$ cat src/rtl/td4_defs.sv
// rtl/td4_defs.sv - TD4 widths, opcode constants and decoder source-select type
package td4_defs;

  localparam int OP_W   = 4;
  localparam int DATA_W = 4;
  localparam int INSN_W = 8;

  localparam logic [OP_W-1:0] OP_ADD_A_IM = 4'b0000;
  localparam logic [OP_W-1:0] OP_MOV_A_B  = 4'b0001;
  localparam logic [OP_W-1:0] OP_IN_A     = 4'b0010;
  localparam logic [OP_W-1:0] OP_MOV_A_IM = 4'b0011;
  localparam logic [OP_W-1:0] OP_MOV_B_A  = 4'b0100;
  localparam logic [OP_W-1:0] OP_ADD_B_IM = 4'b0101;
  localparam logic [OP_W-1:0] OP_IN_B     = 4'b0110;
  localparam logic [OP_W-1:0] OP_MOV_B_IM = 4'b0111;
  localparam logic [OP_W-1:0] OP_OUT_B    = 4'b1001;
  localparam logic [OP_W-1:0] OP_OUT_IM   = 4'b1011;
  localparam logic [OP_W-1:0] OP_JNC      = 4'b1110;
  localparam logic [OP_W-1:0] OP_JMP      = 4'b1111;

  typedef enum logic [1:0] {
    SRC_A    = 2'd0,
    SRC_B    = 2'd1,
    SRC_IN   = 2'd2,
    SRC_ZERO = 2'd3
  } src_sel_e;

endpackage

$ cat src/rtl/td4_core_if.sv
// rtl/td4_core_if.sv - program-memory fetch bus between core and instruction ROM
interface td4_core_if;
  import td4_defs::*;

  logic [DATA_W-1:0] ADDR;
  logic [INSN_W-1:0] INSN;

  modport master (output ADDR, input INSN);
  modport slave  (input ADDR, output INSN);

endinterface

$ cat src/rtl/td4_decoder.sv
// rtl/td4_decoder.sv - combinational opcode decode to source select, load enables and jump
module td4_decoder
  import td4_defs::*;
(
  input  logic [OP_W-1:0] op_i,
  input  logic            carry_i,
  output src_sel_e        src_sel_o,
  output logic            ld_a_o,
  output logic            ld_b_o,
  output logic            ld_out_o,
  output logic            jump_o
);

  always_comb begin
    src_sel_o = SRC_ZERO;
    ld_a_o    = 1'b0;
    ld_b_o    = 1'b0;
    ld_out_o  = 1'b0;
    jump_o    = 1'b0;
    unique case (op_i)
      OP_ADD_A_IM: begin src_sel_o = SRC_A;    ld_a_o   = 1'b1; end
      OP_MOV_A_B:  begin src_sel_o = SRC_B;    ld_a_o   = 1'b1; end
      OP_IN_A:     begin src_sel_o = SRC_IN;   ld_a_o   = 1'b1; end
      OP_MOV_A_IM: begin src_sel_o = SRC_ZERO; ld_a_o   = 1'b1; end
      OP_MOV_B_A:  begin src_sel_o = SRC_A;    ld_b_o   = 1'b1; end
      OP_ADD_B_IM: begin src_sel_o = SRC_B;    ld_b_o   = 1'b1; end
      OP_IN_B:     begin src_sel_o = SRC_IN;   ld_b_o   = 1'b1; end
      OP_MOV_B_IM: begin src_sel_o = SRC_ZERO; ld_b_o   = 1'b1; end
      OP_OUT_B:    begin src_sel_o = SRC_B;    ld_out_o = 1'b1; end
      OP_OUT_IM:   begin src_sel_o = SRC_ZERO; ld_out_o = 1'b1; end
      // carry_i is the flag from the previous instruction, not this one's ALU result
      OP_JNC:      jump_o = ~carry_i;
      OP_JMP:      jump_o = 1'b1;
      default: ;
    endcase
  end

endmodule

$ cat src/rtl/td4_core.sv
// rtl/td4_core.sv - single-cycle TD4 execution core: registers, ALU adder and PC mux
module td4_core
  import td4_defs::*;
(
  input  logic              CLK,
  input  logic              RST_N,
  input  logic              EN,
  td4_core_if.master        imem,
  input  logic [DATA_W-1:0] IN_PORT,
  output logic [DATA_W-1:0] OUT_PORT,
  output logic              CARRY
);

  logic [DATA_W-1:0] pc_q,  pc_d;
  logic [DATA_W-1:0] a_q,   a_d;
  logic [DATA_W-1:0] b_q,   b_d;
  logic [DATA_W-1:0] out_q, out_d;
  logic              c_q,   c_d;

  logic [OP_W-1:0]   op;
  logic [DATA_W-1:0] im;
  logic [DATA_W-1:0] src;
  logic [DATA_W:0]   sum;
  src_sel_e          src_sel;
  logic              ld_a, ld_b, ld_out, jump;

  assign op = imem.INSN[INSN_W-1:INSN_W-OP_W];
  assign im = imem.INSN[DATA_W-1:0];

  td4_decoder u_dec (
    .op_i      (op),
    .carry_i   (c_q),
    .src_sel_o (src_sel),
    .ld_a_o    (ld_a),
    .ld_b_o    (ld_b),
    .ld_out_o  (ld_out),
    .jump_o    (jump)
  );

  always_comb begin
    src = '0;
    unique case (src_sel)
      SRC_A:    src = a_q;
      SRC_B:    src = b_q;
      SRC_IN:   src = IN_PORT;
      SRC_ZERO: src = '0;
      default:  src = '0;
    endcase
  end

  assign sum = {1'b0, src} + {1'b0, im};

  // Every executed instruction, including jumps and NOPs, reloads carry from the adder
  always_comb begin
    pc_d  = pc_q;
    a_d   = a_q;
    b_d   = b_q;
    out_d = out_q;
    c_d   = c_q;
    if (EN) begin
      pc_d = jump ? im : pc_q + 1'b1;
      c_d  = sum[DATA_W];
      if (ld_a)   a_d   = sum[DATA_W-1:0];
      if (ld_b)   b_d   = sum[DATA_W-1:0];
      if (ld_out) out_d = sum[DATA_W-1:0];
    end
  end

  always_ff @(posedge CLK or negedge RST_N) begin
    if (!RST_N) begin
      pc_q  <= '0;
      a_q   <= '0;
      b_q   <= '0;
      out_q <= '0;
      c_q   <= 1'b0;
    end else begin
      pc_q  <= pc_d;
      a_q   <= a_d;
      b_q   <= b_d;
      out_q <= out_d;
      c_q   <= c_d;
    end
  end

  assign imem.ADDR = pc_q;
  assign OUT_PORT  = out_q;
  assign CARRY     = c_q;

endmodule

$ cat src/flat_wrapper.sv
// flat-port wrapper written by rule: the top's interface ports become plain ports
module td4_core_flat import td4_defs::*;
  (CLK, RST_N, EN, IN_PORT, OUT_PORT, CARRY, imem_ADDR, imem_INSN);
  td4_core_if imem_i ();
  input  logic CLK;
  input  logic RST_N;
  input  logic EN;
  input  logic [DATA_W-1:0] IN_PORT;
  output logic [DATA_W-1:0] OUT_PORT;
  output logic CARRY;
  output wire logic [$bits(imem_i.ADDR)-1:0] imem_ADDR;
  input wire logic [$bits(imem_i.INSN)-1:0] imem_INSN;
  assign imem_ADDR = imem_i.ADDR;
  assign imem_i.INSN = imem_INSN;
  td4_core u_core (.CLK(CLK), .RST_N(RST_N), .EN(EN), .imem(imem_i), .IN_PORT(IN_PORT), .OUT_PORT(OUT_PORT), .CARRY(CARRY));
endmodule
$ cat config.mk
export PLATFORM = sky130hd
export DESIGN_NAME = td4_core_flat
export DESIGN_NICKNAME = d
export VERILOG_FILES = /design/src/rtl/td4_defs.sv /design/src/rtl/td4_core_if.sv /design/src/rtl/td4_decoder.sv /design/src/rtl/td4_core.sv /design/src/flat_wrapper.sv
export SDC_FILE = /design/constraint.sdc
export NUM_CORES = 1
export LEC_CHECK = 0
export CAP_MARGIN = 30
export CORE_ASPECT_RATIO = 1.5
export CORE_MARGIN = 1
export CORE_UTILIZATION = 40
export CTS_BUF_LIST = sky130_fd_sc_hd__clkbuf_2 sky130_fd_sc_hd__clkbuf_4 sky130_fd_sc_hd__clkbuf_8
export CTS_CLUSTER_SIZE = 16
export DETAILED_ROUTE_END_ITERATION = 8
export HOLD_SLACK_MARGIN = 0.02
export PLACE_DENSITY = 0.67
export SYNTH_ARGS = -nofsm -noshare
export SYNTH_HDL_FRONTEND = slang
export SYNTH_SLANG_ARGS = --single-unit
$ cat constraint.sdc
create_clock -name CLK -period 2.7 [get_ports CLK]
set_input_delay 0.27 -clock CLK [delete_from_list [all_inputs] [get_ports CLK]]
set_output_delay 0.27 -clock CLK [all_outputs]
set_load 0.02 [all_outputs]
==> reports/metrics.cfg, run 1 <==
[power_and_ir_drop]
power_density_nw_per_um2=669
totalPowerFinal_w=0.000857
p_leak_nw=0.548
ir_worst_vdd_mv=0.353

[synthesis]
yosys_warnings=0
synth_cells=107
synthesis.area_sq_um=995
synth_nets=128
synth_area_leader_cell=dfrtp_1
synth_cell_types=34
ys.flop_type=dfrtp_1
avgSynthCellArea_sq_um=9.30
synth_top_cells_by_count=17 x dfrtp_1, 11 x nand2_1, 11 x o21ai_0, 9 x nor2_1, 6 x nand3_1
ys_seq_elements=17
synth.most_common_cell=dfrtp_1
synth_edf_count=0
synthTopCellsByArea=dfrtp_1 43%, ha_1 6.3%, o21ai_0 5.5%, nand2_1 4.2%, nor2_1 3.4%
synth_top_area_frac=0.428
async_flop_share=1.00
seq_area_frac_synth=0.428

[critical_path]
end_kind=flip-flop
worstPathRequired_ns=2.88
cp_max_fo=6
cpMaxStageDelayCell=clkdlybuf4s50_1
r2r_slack_ns=0.94
ff2ff_path_depth=7
start_kind=primary input
rr_startpoint=u_core.b_q[0]$_DFFE_PN0P_
r2r-end=u_core.OUT_PORT[2]$_DFFE_PN0P_
crit_type=in2reg
cp.arrival_ns=2.48
critPathMaxStageDelay_ns=0.57
crit_chain=clkdlybuf4s50_1 -> nor2b_1 -> nand3_1 -> a21oi_1 -> ha_1 -> inv_1 -> fa_1 -> xor2_1 -> o21ai_0

[flow_run]
maxCapViolCount=0

[placement]
post-place-ws_ns=0.116
gpl.final_weighted_congestion=0.899
port_buffers=23
place_hpwl_mm=1.84
place_area_sq_um=1250

[sta]
fin_crit_sh=0.851
worstMarginPinSlew_ns=0.761
clock_skew_ns=0.00448
relSlewSlack=0.491
setup_viol=0
rsz0062_at_grt=false
fin_ws_ns=0.403
maxSlewViolCount=0
fin_hold_ws_ns=0.403
tns_ns=0
fmax_ghz=0.435
layout_min_cycle_time_ns=2.30
hold_viol=0

[cells_and_area]
drive_gt1_frac=0.0602
regArea_sq_um=425
design_area_sq_um=1280
antenna_cells=0
syn2layout_area_growth_pct=28.7
nNetsFinal=155
fill_cells=212
multi_input_area_sq_um=542

[floorplan]
die-area_sq_um=2690
die_w_um=42.7
die_y_um=63.1
start_util=0.435
core_area_sq_um=2290
num_rows=21
ioPinCount=24

[clocking]
cts_inserted_buffers=3
cts_resized=0
clk_path_buf_depth=2
clock_latency_ns=0.31
cts_tree=yes
clockRootBuffer=clkbuf_4
cts_setup_buffers=0
clkSlewWorstSetupHoldPaths_ns=0.11
cts_hold_buffers=0
clock_sinks=17
htreeDepth=1

[global_routing]
antenna_found_initial=0
grt_max_degree=18
grt_pass1_vias=913
track_usage=0.205
grt.overflow.total=0
grt_pass1_wl_mm=4.17

[routing]
vias_per_cell=5.74
drc=0
postRouteAntennaNets=0
detail_route.iter0.violations=42
drt_pass1_iterations=4
post_drt_wl_per_cell_um=15.4
routed_wirelength_mm=2.41
num_vias=895

[min_path]
hold_class=in2async

[run_status]
status=finished clean

## cell families (layout without fill, tap and decap cells)
| group | after synthesis | count (layout) | share of synthesized area |
|---|---|---|---|
| DFF | 17 | 17 | 0.428 |
| xor gates and xnor gates | 1 | 1 | 0.00881 |
| AOI/OAI and AO/OA | 28 | 28 | 0.180 |
| muxes | 3 | 3 | 0.0377 |
| buffers and inverters | 7 | 33 | 0.0277 |
| and+or+nand+nor | 45 | 45 | 0.235 |
| adders and majority gates | 6 | 6 | 0.0830 |
## stage by stage
stage / std cells / util
global route: 156 / 0.560
floorplan: 107 / -
global placement: 152 / 0.548
CTS: 156 / 0.560
detailed placement: 152 / 0.548
finish: 156 / 0.560
## layout make-up
class / count / share of cell area
sequential: 17 / 0.332
tap: 23 / 0.0225
timing repair buffer: 24 / 0.186
multi-input combinational: 83 / 0.423
clock buffer: 3 / 0.0176
clock inverter: 1 / 0.00391
inverter: 5 / 0.0147
## sequential cells by signal, indices dropped and copies added, names as in the netlist
signal / cells
u_core.CARRY: 1
u_core.a_q: 4
u_core.b_q: 4
u_core.imem.ADDR: 4
u_core.OUT_PORT: 4
## report_power, final
part	internal, W	leakage [nW]	switching, W
combinational	0.000173	0.325	0.000165
sequential	0.000325	0.205	0.0000495
clock	0.0000554	0.0177	0.0000888
total	0.000553	0.548	0.000304
## worst max-delay path by stage
stage                      start                              to  slack, ns  cells past startpoint
floorplan           imem_INSN[7]  u_core.OUT_PORT[3]$_DFFE_PN0P_       0.97                      7
CTS                 imem_INSN[4]  u_core.OUT_PORT[2]$_DFFE_PN0P_       0.41                      9
global placement    imem_INSN[4]  u_core.OUT_PORT[2]$_DFFE_PN0P_       0.17                      9
detailed placement  imem_INSN[4]  u_core.OUT_PORT[2]$_DFFE_PN0P_       0.12                      9
finish              imem_INSN[4]  u_core.OUT_PORT[2]$_DFFE_PN0P_       0.40                      9
global route        imem_INSN[4]  u_core.OUT_PORT[2]$_DFFE_PN0P_       0.22                      9
## layout by cell type, fill, tap and decap left out, types with 4 or more instances in the layout
| master | n |
|---|---|
| clkdlybuf4s50_1 | 23 |
| dfrtp_1 | 17 |
| inv_1 | 5 |
| nand3_1 | 6 |
| nor2_1 | 9 |
| a21oi_1 | 4 |
| o21ai_0 | 11 |
| nor2b_1 | 4 |
| nand2b_1 | 5 |
| ha_1 | 5 |
| nand2_1 | 11 |
## routing by layer
layer  vias to the layer above  part of all wire  routed length (um)  track usage
met4                         0             0.026                  62        0.121
met2                        21              0.52                1240        0.331
met3                         7             0.029                  70       0.0287
li1                        439                 -                   -            -
met5                         -                 0                   0            0
met1                       428              0.43                1030        0.251
## worst max-delay path, delay by kind of cell
kind	cells	cell delay, ns
simple gates	2	0.44
buf+inv	2	0.63
compound gates	2	0.28
xor+xnor	1	0.25
fa+ha+maj	2	0.61
(Power assumes the default switching activity.)
==> run 2, diff against run 1 <==
- CORE_ASPECT_RATIO: 1.5 -> 0.7
==> run 2 against run 1 <==
  * Register-to-register slack gained 0.04 ns
  * Sequential power is essentially flat
  * Wire length shrank 2.2%
  * Via count shrank 3.2%
  * Final area grew 0.88%
  * Largest cell class unchanged
  * Final cell count grew 5.8%
  * Power shrank 0.61%
  * Highest routed layer unchanged
==> reports/metrics.cfg, run 2 (synthesis results as in run 1) <==
[run_status]
status=finished clean

[sta]
fin_crit_sh=0.837
relSlewSlack=0.517
maxSlewViolCount=0
hold_viol=0
fmax_ghz=0.443
fin_hold_ws_ns=0.400
tns_ns=0
clock_skew_ns=0.00120
rsz0062_at_grt=false
worstMarginPinSlew_ns=0.723
setup_viol=0
layout_min_cycle_time_ns=2.26

[clocking]
clock_sinks=17
clock_latency_ns=0.29
cts_tree=yes
clkSlewWorstSetupHoldPaths_ns=0.10
clockRootBuffer=clkbuf_4
clk_path_buf_depth=2
cts_setup_buffers=0
cts_resized=0
cts_inserted_buffers=3
htreeDepth=1
cts_hold_buffers=0

[cells_and_area]
final_common_cell=clkdlybuf4s50_1
antenna_cells=0
fill_cells=216
final_cell_mix=23 x clkdlybuf4s50_1, 17 x dfrtp_1, 11 x nand2_1, 11 x o21ai_0, 9 x nor2_1
fin_util=0.576
regArea_sq_um=425
stdcell_count=165
multi_input_area_sq_um=542
drive_gt1_frac=0.0602
syn2layout_area_growth_pct=29.8
nNetsFinal=155

[critical_path]
path_buf_inv=2
start_kind=primary input
critPathMaxStageDelay_ns=0.56
crit_path_end=u_core.CARRY$_DFFE_PN0P_
crit_family=buffers and inverters
ff2ff_path_depth=8
critPathLaunch=imem_INSN[4]
cp.arrival_ns=2.48
r2r-end=u_core.CARRY$_DFFE_PN0P_
r2r_slack_ns=0.98
crit_type=in2reg
cp_common_cell=nor2b_1
end_kind=flip-flop
crit_chain=clkdlybuf4s50_1 -> nor2b_1 -> nand3_1 -> a21oi_1 -> ha_1 -> inv_1 -> fa_1 -> nor2b_1 -> o21ai_0 -> a31oi_1
worstPathRequired_ns=2.92
path_depth=10
cp_max_fo=6
rr_startpoint=u_core.b_q[0]$_DFFE_PN0P_
cpMaxStageDelayCell=clkdlybuf4s50_1

[power_and_ir_drop]
p_leak_nw=0.548
pwr-share-seq=0.444
comb_power_share=0.397
power_density_nw_per_um2=660
ir_worst_vdd_mv=0.307
swShare=0.350
p_clk_frac=0.159
p_sw_w=0.000298
internal-power_w=0.000553

[global_routing]
grt.overflow.total=0
antenna_found_initial=0
grt_pass1_vias=856
track_usage=0.204
grt_max_degree=18
grt_pass1_wl_mm=3.90

[routing]
vias_per_cell=5.25
postRouteAntennaNets=0
routed_wirelength_mm=2.35
num_vias=866
drc=0
post_drt_wl_per_cell_um=14.3
detail_route.iter0.violations=22
drt_pass1_iterations=4

[placement]
gpl.final_weighted_congestion=0.956
placed_cells=161
place_hpwl_mm=1.88
port_buffers=23

[min_path]
hold_class=in2async

[floorplan]
start_util=0.444
ioPinCount=24
core_area_sq_um=2240
die-area_sq_um=2690
die_w_um=61.6
die_y_um=43.7
num_rows=14

[flow_run]
maxCapViolCount=0

run 2: cell counts in the layout (fill, tap and decap cells not counted):
No cell type changed its count.
run 2: routing by layer:
layer | vias to the layer above | wire, um | GRT usage
met3 | 2 | 105 | 0.0627
met1 | 406 | 1310 | 0.319
li1 | 441 | - | -
met5 | - | 0 | 0
met4 | 0 | 8 | 0.0578
met2 | 17 | 926 | 0.269
run 2: metrics by stage:
step / worst slack [ns] / power, W / area (sq um)
after floorplan: 0.970 / 0.000563 / 995
after global placement: 0.133 / 0.000715 / 1260
after detailed placement: 0.172 / 0.000720 / 1260
after CTS: 0.471 / 0.000858 / 1290
after global routing: 0.312 / 0.000918 / 1290
final: 0.441 / 0.000852 / 1290
run 2: worst min path at each step:
stage / start / to / slack [ns] / cells past startpoint
after floorplan: RST_N / u_core.CARRY$_DFFE_PN0P_ / -0.03 / 0
after global placement: u_core.OUT_PORT[2]$_DFFE_PN0P_ / u_core.OUT_PORT[2]$_DFFE_PN0P_ / 0.46 / 2
after detailed placement: u_core.OUT_PORT[3]$_DFFE_PN0P_ / u_core.OUT_PORT[3]$_DFFE_PN0P_ / 0.47 / 2
after CTS: RST_N / u_core.OUT_PORT[3]$_DFFE_PN0P_ / 0.43 / 1
after global routing: RST_N / u_core.OUT_PORT[2]$_DFFE_PN0P_ / 0.46 / 1
final: RST_N / u_core.OUT_PORT[3]$_DFFE_PN0P_ / 0.40 / 1
run 2: cell type report:
type | instances | share of cell area
well taps | 32 | 0.0310
clock inverters | 1 | 0.00388
inverters | 5 | 0.0145
flip-flops and latches | 17 | 0.329
clock buffers | 3 | 0.0174
repair buffers | 24 | 0.184
multi-input cells | 83 | 0.420
run 2: power groups by stage:
stage | clock, W | combinational (W) | sequential (W)
after global placement | 0 | 0.000334 | 0.000381
after detailed placement | 0 | 0.000337 | 0.000383
after floorplan | 0 | 0.000144 | 0.000419
after CTS | 0.000141 | 0.000339 | 0.000378
final | 0.000135 | 0.000338 | 0.000378
after global routing | 0.000158 | 0.000371 | 0.000388
run 2: worst register-to-register path: cells and delay by family (launching register included):
kind / cells / cell delay [ns]
AOI/OAI and AO/OA: 3 / 0.41
DFF: 1 / 0.37
and+or+nand+nor: 2 / 0.22
buffers and inverters: 1 / 0.06
adders and majority gates: 2 / 0.59
==> run 3, diff against run 2 <==
- PLACE_DENSITY: 0.67 -> 0.69
- clock period: 2.7 -> 1.9 ns (I/O delays scaled with it)
==> run 3 against run 2 <==
  * Utilization up 3.2 points
  * Clock power grew 49%
  * Die area did not move
  * Count of clock-buffer cells in the layout did not move
  * Hold slack worse by 0.20 ns
  * Largest power group unchanged
  * Final cell count grew 4.2%
  * Global-route usage grew 0.55 points
==> reports/metrics.cfg, run 3 (synthesis results as in run 1) <==
[run_status]
status=finished clean

[power_and_ir_drop]
p_clk_frac=0.162
swShare=0.355
pwr-share-seq=0.432
p_leak_nw=0.595
power_density_nw_per_um2=911
internal-power_w=0.000801
p_sw_w=0.000440
totalPowerFinal_w=0.00124
ir_worst_vdd_mv=0.561
comb_power_share=0.407

[routing]
post_drt_wl_per_cell_um=14.9
num_vias=922
vias_per_cell=5.36
routed_wirelength_mm=2.56
postRouteAntennaNets=0
drc=0
drt_pass1_iterations=4
detail_route.iter0.violations=41

[clocking]
clk_path_buf_depth=2
clkSlewWorstSetupHoldPaths_ns=0.11
clock_latency_ns=0.30
htreeDepth=1
cts_tree=yes
cts_setup_buffers=0
cts_inserted_buffers=3
clock_sinks=17
clockRootBuffer=clkbuf_4
cts_hold_buffers=0

[critical_path]
crit_family=adder cells
path_buf_inv=2
crit_chain=clkdlybuf4s50_1 -> nand2_2 -> nand3_1 -> a21oi_1 -> ha_1 -> inv_1 -> fa_1 -> nor2b_1 -> o21ai_0 -> a31oi_1
worstPathRequired_ns=2.13
cpMaxStageDelayCell=clkdlybuf4s50_1
crit_type=in2reg
cp.arrival_ns=2.03
start_kind=primary input
cp_max_fo=4
critPathMaxStageDelay_ns=0.44
end_kind=flip-flop

[floorplan]
die_w_um=61.6
ioPinCount=24
die-area_sq_um=2690
start_util=0.444
die_y_um=43.7
num_rows=14
core_area_sq_um=2240

[cells_and_area]
fill_cells=218
multi_input_area_sq_um=564
final_common_cell=clkdlybuf4s50_1
antenna_cells=0
nNetsFinal=162
drive_gt1_frac=0.143
final_cell_mix=20 x clkdlybuf4s50_1, 17 x dfrtp_1, 11 x o21ai_0
syn2layout_area_growth_pct=37.0
regArea_sq_um=425

[global_routing]
grt_pass1_vias=808
grt.overflow.total=0
antenna_found_initial=0
grt_pass1_wl_mm=3.90
grt_max_degree=18
track_usage=0.210

[placement]
place_hpwl_mm=2.00
gpl.final_weighted_congestion=0.882
port_buffers=23

[sta]
worstMarginPinSlew_ns=0.349
rsz0062_at_grt=false
tns_ns=0
relSlewSlack=0.766
hold_viol=0
fmax_ghz=0.554
layout_min_cycle_time_ns=1.80
fin_crit_sh=0.950
setup_viol=0
maxSlewViolCount=0
clock_skew_ns=0.00560

[min_path]
hold_class=in2async

[flow_run]
maxCapViolCount=0

-- run 3: per-stage QoR --
stage	cell area, sq um	worst slack, ns	util	cells	hold WS, ns
after CTS	1360	0.110	0.605	172	0.207
final	1360	0.0952	0.608	172	0.199
after floorplan	995	0.250	-	107	-0.106
after global placement	1320	-0.504	0.587	168	0.462
after detailed placement	1320	-0.514	0.587	168	0.469
after global routing	1360	0.0469	0.608	172	0.195
-- run 3: layout make-up --
cell class,instances,share of cell area
multi-input cells,83,0.414
flip-flops and latches,17,0.312
repair buffers,31,0.210
well taps,32,0.0294
clock buffers,3,0.0165
inverters,5,0.0138
clock inverters,1,0.00367
-- run 3: path summary, 6_finish.rpt --
| check | start | end | slack [ns] | cells after the start |
|---|---|---|---|---|
| worst min-delay path | RST_N | u_core.b_q[2]$_DFFE_PN0P_ | 0.20 | 2 |
| worst min register to register | u_core.OUT_PORT[2]$_DFFE_PN0P_ | u_core.OUT_PORT[2]$_DFFE_PN0P_ | 0.49 | 2 |
| min in group CLK | u_core.OUT_PORT[2]$_DFFE_PN0P_ | u_core.OUT_PORT[2]$_DFFE_PN0P_ | 0.49 | 2 |
| max in group asynchronous | RST_N | u_core.imem.ADDR[1]$_DFFE_PN0P_ | 1.51 | 2 |
| worst max register to register | u_core.b_q[0]$_DFFE_PN0P_ | u_core.CARRY$_DFFE_PN0P_ | 0.20 | 8 |
| worst max-delay path | imem_INSN[6] | u_core.CARRY$_DFFE_PN0P_ | 0.1 | 10 |
-- run 3: layer usage --
layer  track usage  part of all wire  up-vias  routed length, um
met3        0.0687             0.070        0                178
met2         0.288              0.42       27               1080
met5             0                 0        -                  0
met4        0.0533                 0        0                  0
li1              -                 -      453                  -
met1         0.316              0.51      442               1300
-- run 3: power groups by stage --
stage | logic [W] | registers [W] | clock network, W
finish | 0.000505 | 0.000536 | 0.000201
global route | 0.000555 | 0.000552 | 0.000226
CTS | 0.000503 | 0.000535 | 0.000201
floorplan | 0.000204 | 0.000595 | 0
detailed placement | 0.000497 | 0.000542 | 0
global placement | 0.000490 | 0.000540 | 0
-- run 3: worst register-to-register path, stage by stage, from the launching register on --
cell     delay, ns
dfrtp_1       0.37
nand3_1       0.08
a21oi_1       0.13
ha_1          0.19
inv_1         0.06
fa_1          0.40
nor2b_1       0.12
o21ai_0       0.10
a31oi_1       0.17
-- run 3: what timing repair did --
action / 4_1_cts / 5_1_grt
gates resized for setup: 9 / 1
setup endpoints to repair: 10 / 1
pin swaps: 2 / 0
